$ cat config.mk
export PLATFORM = sky130hd
export DESIGN_NAME = vga_timing_gen
export DESIGN_NICKNAME = d
export VERILOG_FILES = /design/src/rtl/vga_timing_gen.sv
export SDC_FILE = /design/constraint.sdc
export NUM_CORES = 1
export LEC_CHECK = 0
export CAP_MARGIN = 20
export CORE_MARGIN = 3
export CORE_UTILIZATION = 50
export CTS_BUF_LIST = sky130_fd_sc_hd__clkbuf_4 sky130_fd_sc_hd__clkbuf_8
export CTS_CLUSTER_DIAMETER = 150
export DETAILED_ROUTE_END_ITERATION = 6
export GPL_TIMING_DRIVEN = 0
export PLACE_DENSITY = 0.77
export SLEW_MARGIN = 20
export SYNTH_ARGS = -nofsm -noshare
export SYNTH_HDL_FRONTEND = slang
export SYNTH_SLANG_ARGS = --single-unit
$ cat constraint.sdc
create_clock -name clk_in -period 5.8 [get_ports clk_in]
set_input_delay 1.16 -clock clk_in [delete_from_list [all_inputs] [get_ports clk_in]]
set_output_delay 1.16 -clock clk_in [all_outputs]
set_load 0.005 [all_outputs]
$ cat src/rtl/vga_timing_gen.sv
// vga_timing_gen: VGA raster timing (640x480@60 by default) with sync, visible-area decode and a start-of-vblank pulse
module vga_timing_gen #(
   parameter int CLK_DIV  = 2,
   parameter int H_ACTIVE = 640,
   parameter int H_FP     = 16,
   parameter int H_SYNC   = 96,
   parameter int H_BP     = 48,
   parameter int V_ACTIVE = 480,
   parameter int V_FP     = 10,
   parameter int V_SYNC   = 2,
   parameter int V_BP     = 33
) (
   input  logic       clk_in,
   input  logic       i_rst,
   output logic       o_pix_stb,
   output logic       o_hs,
   output logic       o_vs,
   output logic       o_active,
   output logic [9:0] o_x,
   output logic [8:0] o_y,
   output logic       o_animate,
   output logic [7:0] o_frame_cnt
);
   localparam int H_TOTAL = H_ACTIVE + H_FP + H_SYNC + H_BP;
   localparam int V_TOTAL = V_ACTIVE + V_FP + V_SYNC + V_BP;
   logic [3:0] div_q, div_d;
   logic [9:0] h_q, h_d, v_q, v_d;
   logic [7:0] frame_q, frame_d;
   logic       anim_q, anim_d;
   logic       pix_stb, h_wrap, v_wrap;
   assign pix_stb = div_q == 4'(CLK_DIV - 1);
   assign h_wrap  = h_q == 10'(H_TOTAL - 1);
   assign v_wrap  = v_q == 10'(V_TOTAL - 1);
   // Free-running divider and raster counters; animate fires on the edge entering (0, V_ACTIVE)
   always_comb begin
      div_d   = pix_stb ? 4'd0 : div_q + 4'd1;
      h_d     = !pix_stb ? h_q : h_wrap ? 10'd0 : h_q + 10'd1;
      v_d     = !(pix_stb && h_wrap) ? v_q : v_wrap ? 10'd0 : v_q + 10'd1;
      frame_d = (pix_stb && h_wrap && v_wrap) ? frame_q + 8'd1 : frame_q;
      anim_d  = pix_stb && h_wrap && v_q == 10'(V_ACTIVE - 1);
   end
   // State registers; reset returns the raster to the origin immediately
   always_ff @(posedge clk_in or posedge i_rst) begin
      if (i_rst) begin
         div_q   <= '0;
         h_q     <= '0;
         v_q     <= '0;
         frame_q <= '0;
         anim_q  <= 1'b0;
      end else begin
         div_q   <= div_d;
         h_q     <= h_d;
         v_q     <= v_d;
         frame_q <= frame_d;
         anim_q  <= anim_d;
      end
   end
   // Output decode straight from the registered counters, no extra pipeline stage
   always_comb begin
      o_active = h_q < 10'(H_ACTIVE) && v_q < 10'(V_ACTIVE);
      o_hs     = !(h_q >= 10'(H_ACTIVE + H_FP) && h_q < 10'(H_ACTIVE + H_FP + H_SYNC));
      o_vs     = !(v_q >= 10'(V_ACTIVE + V_FP) && v_q < 10'(V_ACTIVE + V_FP + V_SYNC));
      o_x      = o_active ? h_q : 10'd0;
      o_y      = o_active ? v_q[8:0] : 9'd0;
   end
   assign o_pix_stb   = pix_stb;
   assign o_animate   = anim_q;
   assign o_frame_cnt = frame_q;
endmodule

Word level (Yosys, flattened, before mapping)

Cells that the tools add are included.

Bits in registers: 33
Bits of input ports: 2
Output and inout port bits: 32
Word-level logic and storage cells: 32

Add/sub/neg operators: 4
Order comparisons: 6
Eq/ne operators: 4
Multiplexer cells: 5
Reductions and logical operators: 8

Operator list:

| operator              | number |
|---|---|
| $mux 10               | 3 |
| $add 10x1->10 const B | 2 |
| $eq 10x10->1 const B  | 2 |
| $lt 10x10->1 const B  | 2 |
| $lt 10x9->1 const B   | 2 |
| $eq 10x9->1 const B   | 1 |
| $ge 10x10->1 const B  | 1 |
| $ge 10x9->1 const B   | 1 |
| $mux 9                | 1 |
| $add 8x1->8 const B   | 1 |
| $logic_and 1x1->1     | 6 |
| $add 4x1->4 const B   | 1 |
| $eq 4x1->1 const B    | 1 |
| $mux 4                | 1 |
| $logic_not 1->1       | 2 |

Logic depth before layout (Yosys ltp)

Depth in word-level cells: 3
Depth in mapped cells: 8
Mapped depth without buffers: 7

Worst setup path before layout

No wires, ideal clock.

Path kind: flip-flop to output port
Start: register v_q[5]
End: output o_x[2]
Arrival time: 1386 ps
Required time: 4640 ps
Slack: 3254 ps
Stages on the path, launching flop included: 6
Path buffers: 1
Cell sequence: dfrtp_1 > nand2_1 > nor2_1 > nor3_1 > clkbuf_1 > and2_1

Longest elaborated chain between the ends: 3

RTL lines:

| what                   | line | RTL |
|---|---|---|
| start, declared        | 27   | `logic [9:0] h_q, h_d, v_q, v_d;` |
| start signal, assigned | 53   | `v_q <= v_d;` |
| $lt 10x9->1            | 60   | `o_active = h_q < 10'(H_ACTIVE) && v_q < 10'(V_ACTIVE);` |
| $logic_and 1x1->1      | 60   |  |
| via o_active           | 18   | `output logic o_active,` |
| $mux 10                | 63   | `o_x = o_active ? h_q : 10'd0;` |
| end, declared          | 19   | `output logic [9:0] o_x,` |

The timed path passes the listed nets, and every way through them passes these cells.

Worst setup path in the final report

Start: register v_q[5]
End: output o_x[7]

Longest elaborated chain between the ends: 3

RTL lines:

| what              | line |
|---|---|
| $lt 10x9->1       | 60 |
| $logic_and 1x1->1 | 60 |
| $mux 10           | 63 |

No other way between the ends.

==> impl_metrics.ini <==
[clocking]
cts_sinks = 33
postCtsHoldBufs = 0
cts.path.max_buffers = 2
post_cts_resized = 0
clk_latency_ns = 0.34
cts_max_level = 2
cts_tree = yes
numCtsBuffers = 5
cts.clk_slew.worst_paths_ns = 0.10
postCtsSetupRepairBufs = 0
cts-root-buf = clkbuf_4

[finish]
diodes = 0
syn2layout_area_growth_pct = 25.1
nNetsFinal = 228
final_cell_mix = 33 x dfrtp_1, 33 x clkdlybuf4s50_1, 15 x nand2_1, 15 x and2_1
drive_gt1_frac = 0.109
fin_util = 0.657

[grt]
antenna_found_initial = 0
met2_usage = 0.324
grtUsageMet1 = 0.264
grt_pass1_vias = 1425
use_met3 = 0.0581
grt_max_degree = 34
grt_usage = 0.206
grt_pass1_wl_mm = 6.73
grt-ovfl-total = 0
busiest_layer = met2

[floorplan]
die_y_um = 65.7
fp.coreArea_mm2 = 0.00339
start_util = 0.525
die_area_mm2 = 0.00431
rows = 21
dieWidth_um = 65.7
ios = 34

[pwr]
cellLeakagePower_nw = 0.951
cellPowerDensity_mw_per_mm2 = 167
peakVddDrop_mv = 0.137

[critical_path]
required_ns = 4.64
reg2reg_from = h_q[7]
critical_path_buf_inv_count = 2
critPathSlowestCell = nor3_1
rr_worst_depth = 4
crit_type = reg -> out
cp-start-kind = register
critical_path_arrival_ns = 2.73
rr_endpoint = o_frame_cnt[1]
max_stage_delay_ns = 0.59
end_kind = output pin
worstPathMaxFanout = 10
crit_family = simple AND/OR/NAND/NOR gates
r2r_slack_ns = 3.48
path_cells = nand2_1, nor2_1, nor3_1, clkbuf_1, and2_1, clkdlybuf4s50_1

[place]
numPortBuffers = 33
gp_congestion = 0.804
hpwl_mm = 2.91

[synthesis]
synth_area_mm2 = 0.00178
seq_area_frac_synth = 0.464
yosys-top-cells-area = dfrtp_1 46%, xnor2_1 6.4%, and2_1 5.3%
ys_types = 37
synth_top_cell_area_share = 0.464
synth_nets = 188
yosys.area.top_type = dfrtp_1
ys_warn_count = 0
ys_seq_elements = 33
synth_area_per_cell_um2 = 9.83
synthCells = 181

[sta]
fin_setup_tns_ns = 0
worst_clock_skew_ns = 0.00444
setup_violations = 0
fin_crit_ns = 3.89
tightest_slew_ns = 0.894
fmax_mhz = 257
rsz0062_at_grt = false
hold_slack_ns = 0.484
hold_violations = 0
report.final.slew_viol_count = 0
slew_headroom = 0.399
fin_crit_sh = 0.670

[run]
max_cap_viol_count = 0

[detailed_routing]
avgViaCountPerCell = 5.46
drt-initial-drc-count = 79
wire_per_inst_um = 14.6
drc_errors = 0
vias = 1457
antenna_left = 0
wl_mm = 3.90
drt-pass1-iter-count = 4

[min_path]
min_to = o_frame_cnt[7]
hold_depth = 1
min_from = o_frame_cnt[7]
worstHoldPathType = reg -> reg

[status]
status = complete, no violations
==> cells in the mapped netlist, drive strengths merged <==
master / instances
a21o: 1
a21oi: 2
a311oi: 1
a31oi: 2
and2: 17
and2b: 1
and3: 5
buf: 3
clkbuf: 1
dfrtp: 33
ha: 5
inv: 7
mux2: 3
nand2: 15
nand3: 11
nand4: 10
nor2: 14
nor3: 6
nor4: 6
nor4b: 1
nor4bb: 1
o21a: 1
o21ai: 9
o31a: 1
or3: 1
or4: 2
or4b: 2
xnor2: 13
xor2: 7
==> worst max path at each step <==
stage	from	endpoint	slack, ns	cells after the start
after floorplan	v_q[5]	o_x[2]	3.25	5
after CTS	v_q[5]	o_x[7]	1.89	6
after global placement	v_q[5]	o_x[5]	2.32	6
after detailed placement	v_q[5]	o_x[3]	2.29	6
after global routing	v_q[5]	o_y[7]	1.55	6
final	v_q[5]	o_x[7]	1.91	6
==> final cells by class <==
cell class                 instances  area (µm²)
timing repair buffer              33         330
fill                             267        1160
clock buffer                       7        58.8
sequential                        33         826
multi-input combinational        137         903
inverter                           7        26.3
buffer                             4        23.8
tap                               46        57.6
==> cells by family (layout without fill, tap and decap cells) <==
| logic type | after synthesis | after routing | share of synthesized area |
|---|---|---|---|
| AOI/OAI and AO/OA | 17 | 17 | 0.0570 |
| xor gates and xnor gates | 20 | 20 | 0.0985 |
| adders and majority gates | 5 | 5 | 0.0352 |
| buffers and inverters | 11 | 51 | 0.0281 |
| DFF | 33 | 33 | 0.464 |
| muxes | 3 | 3 | 0.0190 |
| and+or+nand+nor | 92 | 92 | 0.298 |
==> worst reg2reg max path: stages (launching register included) <==
cell and delay (ns):
dfrtp_1 0.46, nor4bb_1 0.70, nand4_2 0.42, nor2_1 0.28
mux2_2 0.36
==> where the power goes <==
part	switching (mW)	leakage (nW)	internal, mW
clock network	0.0753	0.0348	0.0618
registers	0	0.447	0.230
logic	0.00442	0.470	0.000653
total	0.0798	0.951	0.292
==> per-stage QoR <==
stage / worst slack [ns] / instance area (µm²) / power, mW / cells
finish: 1.91 / 2230 / 0.372 / 267
global route: 1.55 / 2230 / 0.386 / 267
CTS: 1.89 / 2230 / 0.377 / 267
detailed placement: 2.29 / 2170 / 0.240 / 260
global placement: 2.32 / 2170 / 0.240 / 260
floorplan: 3.25 / 1780 / 0.238 / 181
==> sequential cells by signal (all words and copies together) (netlist names) <==
register     count
o_animate        1
o_frame_cnt      8
div_q            4
v_q             10
h_q             10
==> metal layers <==
| layer | part of all wire | vias up |
|---|---|---|
| li1 | - | 719 |
| met1 | 0.44 | 700 |
| met2 | 0.50 | 31 |
| met3 | 0.039 | 7 |
| met4 | 0.016 | 0 |
| met5 | 0 | - |
(Power assumes the default switching activity.)
==> RTL edit 1, RTL diff (same settings) <==
Register the output `o_x`, without a reset; this adds one clock of latency there. The other outputs are not delayed to match.
--- a/src/rtl/vga_timing_gen.sv
+++ b/src/rtl/vga_timing_gen.sv
@@ -24,4 +24,6 @@
    localparam int H_TOTAL = H_ACTIVE + H_FP + H_SYNC + H_BP;
    localparam int V_TOTAL = V_ACTIVE + V_FP + V_SYNC + V_BP;
+
+   logic [9:0] o_x_d;
    logic [3:0] div_q, div_d;
    logic [9:0] h_q, h_d, v_q, v_d;
@@ -61,5 +63,5 @@
       o_hs     = !(h_q >= 10'(H_ACTIVE + H_FP) && h_q < 10'(H_ACTIVE + H_FP + H_SYNC));
       o_vs     = !(v_q >= 10'(V_ACTIVE + V_FP) && v_q < 10'(V_ACTIVE + V_FP + V_SYNC));
-      o_x      = o_active ? h_q : 10'd0;
+      o_x_d    = o_active ? h_q : 10'd0;
       o_y      = o_active ? v_q[8:0] : 9'd0;
    end
@@ -67,4 +69,8 @@
    assign o_animate   = anim_q;
    assign o_frame_cnt = frame_q;
+   always_ff @(posedge clk_in) begin
+      o_x <= o_x_d;
+   end
+
 endmodule
 
Behaviour: not the same (Yosys sat finds a counterexample within 4 cycles, from zero or initial values and one cycle with i_rst high).
==> RTL edit 1 against the unedited design <==
- routed wire length grew 0.82%
- global-route usage shrank 3.4 points
- setup slack gained 0.16 ns
- sequential cell count grew 10
- first-iteration DRC count shrank 11%
- final area grew 14%
- area after synthesis grew 15%
- sequential share of layout area grew 3.2 points
- power grew 46%
- critical endpoint is now o_y[3]
- highest routed layer unchanged
==> RTL edit 1: results (changes against the unedited design) <==
[outcome]
outcome = completed

[pwr]
vdd_drop_max_v = 0.000155  ; +13%
p_leak_nw = 1.14  ; +19%

[clock_network]
cts_root_buf = clkbuf_8
clkSinkCount = 43  ; +30%
clk_pin_slew_worst_paths_ns = 0.07  ; -0.03 ns

[drt]
drt_iter0_markers = 70  ; -11%
drt_wl_total_um = 3940  ; +0.82%
vias = 1546  ; +6.1%
wl_met1_um = 1880  ; +8.8%

[synthesis]
synth-xor-area-share = 0.0859  ; -0.0126
synthCells = 198  ; +9.4%
ys_types = 35  ; -5.4%
synth_nets = 206  ; +9.6%
postSynth.asyncResetShare = 0.767  ; -0.233
synth_compound_area_frac = 0.0479  ; -0.00911

[sta]
holdWs_ns = 0.463  ; -0.0210 ns
finClkSkew_ns = 0.00925  ; +0.00482 ns
tightest_slew_ns = 0.686  ; -0.207 ns

[finish]
final_layout_size_suffix_gt1_frac = 0.105  ; -0.00399
multi_input_area_um2 = 922  ; +2.1%
multi_input_cells = 135  ; -1.5%
bufAreaShareNonClock = 0.151  ; -0.00829
fill_cells = 340  ; +27%
multi_input_area_share = 0.362  ; -0.0439

[global_routing]
grt_pass1_wl_um = 6660  ; -1.0%
grt_util_met1 = 0.238  ; -0.0267
grt_pass1_vias = 1437  ; +0.84%
use_met2 = 0.256  ; -0.0681
grtUsageMet3 = 0.0590  ; +0.000873

[floorplanning]
fp-row-count = 22  ; +4.8%

[placement]
dp_slack_ns = 2.40  ; +0.108 ns
hpwl_um = 2700  ; -7.0%
placed_cell_area_um2 = 2430  ; +12%

[setup_path]
cp.arrival_ns = 2.57  ; -0.16 ns

[RTL edit 1: cell count changes after synthesis, sizes merged, moves of 4 or more]
| cell | before | now |
|---|---|---|
| xor2 | 7 | 15 |
| dfxtp | 0 | 10 |
| clkbuf | 1 | 7 |
| xnor2 | 13 | 5 |
| nor3 | 6 | 10 |
| nand4b | 0 | 4 |
[RTL edit 1: power groups by stage]
stage | combinational (W) | sequential [W] | clock, W
finish | 0.00000507 | 0.000298 | 0.000240
global route | 0.00000604 | 0.000298 | 0.000257
CTS | 0.00000558 | 0.000298 | 0.000246
detailed placement | 0.00000556 | 0.000305 | 0
global placement | 0.00000549 | 0.000305 | 0
floorplan | 0.00000339 | 0.000305 | 0
[RTL edit 1: critical path, delay by kind of cell, from the launching register on]
family / cells / cell delay [ns]
flip-flops: 1 / 0.36
AND/OR/NAND/NOR: 4 / 0.90
buffers and inverters: 3 / 1.01
==> RTL edit 2, RTL diff (same settings) <==
Made on the original files. Set the parameter `V_BP` to 32 (it was 33).
--- a/src/rtl/vga_timing_gen.sv
+++ b/src/rtl/vga_timing_gen.sv
@@ -9,5 +9,5 @@
    parameter int V_FP     = 10,
    parameter int V_SYNC   = 2,
-   parameter int V_BP     = 33
+   parameter int V_BP     = 32
 ) (
    input  logic       clk_in,
Function: same outputs for any inputs over 10 cycles, from zero or initial values and one cycle with i_rst high; that may be too few to reach the edited logic, so the function may still have changed.
==> RTL edit 2 against the unedited design <==
- non-clock buffer count grew 9
- power grew 12%
- final area grew 7.5%
- setup slack lost 0.0084 ns
- sequential cell count is the same
- maximum frequency shrank 0.22%
- sequential power is essentially flat
- routed wire length grew 9.0%
- count of clock-buffer cells in the layout is the same
- area after synthesis grew 7.7%
- critical path type unchanged
- worst hold slack lost 0.0089 ns
==> RTL edit 2: results (changes against the unedited design) <==
[outcome]
outcome = completed

[setup_path]
crit_end = o_y[6]
path_delay_family = buffers and inverters
critPathMaxFanout = 10  ; unchanged
r2r_cells = 7  ; +3
rrSetupSlack_ns = 3.71  ; +0.23 ns
cp.arrival_ns = 2.74  ; about the same
crit_path_max_incr_delay_ns = 0.56  ; -0.03 ns
timing.rr.start = div_q[1]$_DFF_PP0_

[drt]
first_pass_iters = 4  ; unchanged
drt_wl_total_um = 4260  ; +9.0%
drt_iter0_markers = 72  ; -8.9%
via_per_inst = 5.57  ; +2.1%

[global_routing]
grt_pass1_vias = 1575  ; +11%
grt_max_degree = 34  ; unchanged
grt_usage = 0.213  ; +0.00717
grt_pass1_wl_um = 7210  ; +7.2%

[finish]
final_layout_size_suffix_gt1_frac = 0.129  ; +0.0202
fill_cells = 305  ; +14%
fin_cells = 279  ; +4.5%
layout.nets = 239  ; +4.8%

[synthesis]
synthCells = 193  ; +6.6%
synth_fa_ha_area_frac = 0.0261  ; -0.00904
synth_common_cells = 33 x dfrtp_1, 15 x and2_1, 15 x nand2_1
synth_nets = 199  ; +5.9%
synth_compound_area_frac = 0.0425  ; -0.0145
ys_types = 43  ; +16%
yosysSeqAreaShare = 0.431  ; -0.0330
synth-xor-area-share = 0.0960  ; -0.00244
synthMuxAreaShare = 0.0118  ; -0.00723
yosys-top-cells-area = dfrtp_1 43%, xor2_1 5.5%, and2_1 4.9%
postSynth.asyncResetShare = 1.00  ; unchanged
yosysWarnings = 0  ; unchanged

[clock_network]
clkLatencyLatePin_ns = 0.29  ; -0.05 ns
cts_root_buf = clkbuf_8
clk_pin_slew_worst_paths_ns = 0.06  ; -0.04 ns

[pwr]
power.internal_w = 0.000330  ; +13%
clk-power_w = 0.000180  ; +31%
p_leak_nw = 1.06  ; +11%
seq_power_share = 0.555  ; -0.063
vdd_drop_max_v = 0.000147  ; +7.7%
p_total_w = 0.000415  ; +12%

[sta]
holdWs_ns = 0.475  ; -0.00895 ns
slew_headroom = 0.534  ; +0.135
finClkSkew_ns = 0.00347  ; -0.000968 ns
fmax_mhz = 257  ; -0.22%

[placement]
placed_cell_area_um2 = 2300  ; +6.3%
dpl.cell_count = 272  ; +4.6%
dp_slack_ns = 2.16  ; -0.134 ns
gp_congestion = 0.896  ; +11%
hpwl_um = 3070  ; +5.6%

-- RTL edit 2: changes by cell type in the layout (fill, tap and decap cells not counted), sizes merged, moves of 4 or more --
cell / before / now
clkbuf: 8 / 13
nor3: 6 / 11
nor4: 6 / 10
inv: 7 / 11
buf: 3 / 7
o21ai: 9 / 5
xnor2: 13 / 9
xor2: 7 / 12
nor2: 14 / 7
-- RTL edit 2: cell type report --
class	count	area [um^2]	share of cell area
clock buffers	7	90.1	0.0376
plain buffers	13	86.3	0.0361
flip-flops and latches	33	826	0.345
inverters	11	46.3	0.0193
repair buffers	33	330	0.138
multi-input cells	136	957	0.400
well taps	46	57.6	0.0240
-- RTL edit 2: routing by layer --
metal	track usage	routed length [um]	up-vias
li1	-	-	753
met1	0.242	1780	751
met2	0.371	2200	39
met3	0.0525	157	11
met4	0.104	115	0
met5	0	0	-
